==> src/rtl/ibex_pmp_check_arbiter.sv <==
// Round-robin arbiter sharing one ibex_pmp check channel between NumReq requesters.
// The winner's request is registered onto the channel, and the PMP verdict is returned over a valid/ready response.
module ibex_pmp_check_arbiter #(
  parameter int NumReq = 3,
  localparam int PtrW = $clog2(NumReq)
) (
  input  logic                     clk_i,
  input  logic                     rst_i,
  input  logic [NumReq-1:0]        req_valid_i,
  output logic [NumReq-1:0]        req_ready_o,
  input  logic [NumReq-1:0][33:0]  req_addr_i,
  input  logic [NumReq-1:0][1:0]   req_type_i,
  input  logic [NumReq-1:0][1:0]   req_priv_i,
  output logic [NumReq-1:0]        rsp_valid_o,
  output logic                     rsp_err_o,
  input  logic [NumReq-1:0]        rsp_ready_i,
  output logic [33:0]              pmp_addr_o,
  output logic [1:0]               pmp_type_o,
  output logic [1:0]               pmp_priv_o,
  input  logic                     pmp_err_i,
  input  logic                     pmp_cfg_wr_i,
  output logic                     busy_o
);

  typedef enum logic [1:0] {
    IDLE,
    CHECK,
    RESP
  } state_e;

  state_e            state_q;
  logic [PtrW-1:0]   rr_ptr_q;
  logic [PtrW-1:0]   winner_q;
  logic              gnt_found;
  logic [PtrW-1:0]   gnt_idx;
  logic [PtrW-1:0]   cand;

  // Scan from rr_ptr upward with wrap; the first pending requester wins.
  always_comb begin
    gnt_found = 1'b0;
    gnt_idx   = '0;
    cand      = '0;
    for (int unsigned k = 0; k < NumReq; k++) begin
      cand = PtrW'((32'(rr_ptr_q) + k) % NumReq);
      if (!gnt_found && req_valid_i[cand]) begin
        gnt_found = 1'b1;
        gnt_idx   = cand;
      end
    end
    req_ready_o = '0;
    if (state_q == IDLE && gnt_found && !rst_i) begin
      req_ready_o[gnt_idx] = 1'b1;
    end
  end

  always_ff @(posedge clk_i or posedge rst_i) begin
    if (rst_i) begin
      state_q     <= IDLE;
      rr_ptr_q    <= '0;
      winner_q    <= '0;
      rsp_valid_o <= '0;
      rsp_err_o   <= 1'b0;
      pmp_addr_o  <= '0;
      pmp_type_o  <= 2'b00;
      pmp_priv_o  <= 2'b11;
      busy_o      <= 1'b0;
    end else begin
      unique case (state_q)
        IDLE: begin
          if (gnt_found) begin
            pmp_addr_o <= req_addr_i[gnt_idx];
            pmp_type_o <= req_type_i[gnt_idx];
            pmp_priv_o <= req_priv_i[gnt_idx];
            winner_q   <= gnt_idx;
            busy_o     <= 1'b1;
            state_q    <= CHECK;
          end
        end
        CHECK: begin
          // A concurrent config write may invalidate this cycle's verdict: recheck.
          if (!pmp_cfg_wr_i) begin
            rsp_err_o   <= pmp_err_i;
            rsp_valid_o <= NumReq'(1) << winner_q;
            state_q     <= RESP;
          end
        end
        RESP: begin
          if (rsp_ready_i[winner_q]) begin
            rsp_valid_o <= '0;
            rsp_err_o   <= 1'b0;
            busy_o      <= 1'b0;
            rr_ptr_q    <= (winner_q == PtrW'(NumReq - 1)) ? '0 : winner_q + 1'b1;
            state_q     <= IDLE;
          end
        end
        default: state_q <= IDLE;
      endcase
    end
  end

endmodule

==> config.mk <==
export PLATFORM = sky130hd
export DESIGN_NAME = ibex_pmp_check_arbiter
export DESIGN_NICKNAME = d
export VERILOG_FILES = /design/src/rtl/ibex_pmp_check_arbiter.sv
export SDC_FILE = /design/constraint.sdc
export NUM_CORES = 1
export LEC_CHECK = 0
export BUFFER_PORTS_ARGS = -buffer_cell sky130_fd_sc_hd__buf_2
export CORE_AREA = 2 2 80 82
export CTS_BUF_LIST = sky130_fd_sc_hd__clkbuf_4
export CTS_CLUSTER_DIAMETER = 40
export CTS_CLUSTER_SIZE = 28
export DETAILED_ROUTE_END_ITERATION = 7
export DIE_AREA = 0 0 82 84
export PLACE_DENSITY = 0.95
export SLEW_MARGIN = 20
export SYNTH_ARGS = -nofsm -noshare
export SYNTH_HDL_FRONTEND = slang
export SYNTH_SLANG_ARGS = --single-unit
==> constraint.sdc <==
create_clock -name clk_i -period 5.49 [get_ports clk_i]
set_input_delay 0.8235 -clock clk_i [delete_from_list [all_inputs] [get_ports clk_i]]
set_output_delay 0.8235 -clock clk_i [all_outputs]
set_load 0.02 [all_outputs]
==> results.cfg <==
[worst_hold_path]
holdCritPathClass = flop to flop
holdPathStages = 2

[cts]
cts_hold_buf = 0
cts_buffer_depth = 2
cts_tree = built
root_buffer = clkbuf_4
cts_buffers = 5
cts_resized = 0
cts_max_level = 2
clkTransAtPathRegs_ns = 0.14
cts_setup_buffers = 0
clk_latency_ns = 0.35
numClockSinks = 49

[floorplan]
dieArea_sq_mm = 0.00689
rows = 29
die_w_um = 82
ios = 170
start_util_pct = 47.0
core_area_sq_mm = 0.00610
die_h_um = 84

[finish]
layout-drive-gt1-share_pct = 43.8
final_common_cell = buf_2
n_antenna_cell = 0
area_growth_pct = 33.0
final_nets = 586
final_cell_mix = 169 x buf_2, 52 x nand2_1, 47 x dfrtp_1
final_core_util_pct = 62.5

[setup_path]
crit_required_ns = 4.67
crit_cells = 9
crit_path_top_delay_cell = nor4b_1
rr_worst_depth = 9
end_kind = primary output
max_stage_delay_ns = 0.64
crit_family = simple AND/OR/NAND/NOR gates
path_common_cell = nor4b_1
worstSetupPathType = flop to primary output
path_max_fanout = 44
cp.arrival_ns = 3.21
start_kind = flop
crit_path_cell_trace = inv_1 > ha_1 > mux2i_1 > o21a_1 > nor4b_1 > or3_1 > buf_4 > nor4b_1 > buf_2
crit_buf_inv = 3

[routing]
post-route-drc-count = 0
via_per_inst = 5.47
wirelength_mm = 7.84
ant_nets = 0
first_pass_iters = 5
dr.first_iter.drc_count = 214
num_vias = 2932
wl_per_cell_um = 14.6

[synth]
ys_types = 35
syn_nets = 427
synth_ff_type = dfrtp_1
ys_ff_latch = 49
ys_warn_count = 0
syn_inst = 299
synth_edf_count = 0
synth_async_sr_flop_share_pct = 100
syn_area_sq_mm = 0.00286
synth_seq_area_share_pct = 42.9
synth.avg_cell_area_sq_um = 9.57

[power]
vdd_ir_drop_max_mv = 0.532
p_per_area_mw_per_mm2 = 623
p_leak_nw = 1.92
power_mw = 2.37

[sta]
whs_ns = 0.501
slew_viol_final = 0
final.setup.worst_slack_ns = 1.46
rsz0062_at_grt = no
min_period_over_period_pct = 73.4
maxSlewHeadroom_pct = 43.5
tightest_slew_ns = 0.847
final_hold_viol_count = 0
tns_ns = 0
clock.fmax_mhz = 248
finalCriticalPeriod_ns = 4.03
fin_skew_ns = 0.00734
setup_viol = 0

[global_route]
antenna_found_initial = 0
grt_pass1_vias = 2870
grt_max_degree = 51
track_usage_pct = 22.9
overflow = 0
grt_pass1_wl_mm = 12.5

[placement]
dp_hpwl_mm = 5.87
routabilityCongestion = 0.807
port_buffers = 169
place_ws_ns = 1.79

[run]
drv_cap = 0

[run_status]
outcome = completed
-- per-layer routing --
| layer | share of wire (%) | vias up | track usage [%] |
|---|---|---|---|
| met4 | 2.0 | 0 | 8.94 |
| met2 | 52 | 139 | 41.9 |
| met5 | 0 | - | 0 |
| met1 | 40 | 1379 | 26.0 |
| met3 | 6.1 | 17 | 3.35 |
| li1 | - | 1397 | - |
-- worst register-to-register path, stage by stage (launching register included) --
cell	delay [ns]
dfrtp_1	0.44
inv_1	0.10
ha_1	0.32
mux2i_1	0.26
o21a_1	0.21
nor4b_1	0.64
nor3_4	0.03
buf_4	0.28
nand2b_2	0.70
o211ai_1	0.22
-- synthesized netlist by cell type (3+ instances only) --
master	count	share of area, %
inv_1	7	0.92
nand2_1	52	6.8
mux2i_1	42	15
o211ai_1	30	7.9
buf_2	4	0.70
o21ai_0	9	1.6
dfrtp_1	47	41
nand3_1	43	7.5
nand2b_1	3	0.66
nor2_1	4	0.52
ha_1	4	1.7
o211ai_2	9	3.9
nor2b_1	3	0.66
clkbuf_1	14	1.8
-- final timing paths --
check | from | end | slack, ns
setup / recovery | rr_ptr_q[0] | req_ready_o[0] | 1.46
hold / removal | busy_o | busy_o | 0.50
setup reg to reg | rr_ptr_q[0] | pmp_addr_o[9] | 2.15
min in group asynchronous | rst_i | pmp_addr_o[25] | 0.63
max in group asynchronous | rst_i | pmp_addr_o[21] | 4.45
hold reg to reg | busy_o | busy_o | 0.50
-- through the flow --
stage | area (sq um) | instances
6_report | 3810 | 536
5_1_grt | 3810 | 536
4_1_cts | 3810 | 536
3_5_place_dp | 3750 | 528
3_3_place_gp | 3750 | 528
2_1_floorplan | 2860 | 299
-- cell families (layout without fill, tap and decap cells) --
logic type,count (synthesis),in the layout,synth area share (%)
AOI/OAI and AO/OA,57,57,16.0
DFF,49,49,42.9
muxes,42,42,14.7
adders and majority gates,4,4,1.75
buffers and inverters,29,189,4.76
and+or+nand+nor,118,118,19.9
-- report_power, final --
part	switching [mW]	internal, mW	total (mW)
registers	0.104	0.545	0.649
clock network	0.110	0.0594	0.169
logic	0.965	0.589	1.55
-- final cells by class --
class	instances	area (sq um)
Clock inverter	1	3.75
Tap cell	77	96.3
Multi-Input combinational cell	221	1520
Clock buffer	7	52.6
Inverter	7	26.3
Timing Repair Buffer	174	883
Fill cell	541	2290
Sequential cell	49	1230
-- registers in the layout (all words and copies together) (netlist names) --
| register | flops |
|---|---|
| state_q | 2 |
| busy_o | 1 |
| rsp_valid_o | 3 |
| rsp_err_o | 1 |
| pmp_addr_o | 34 |
| winner_q | 2 |
| pmp_type_o | 2 |
| rr_ptr_q | 2 |
| pmp_priv_o | 2 |
Power figures use the tool's default switching activity.
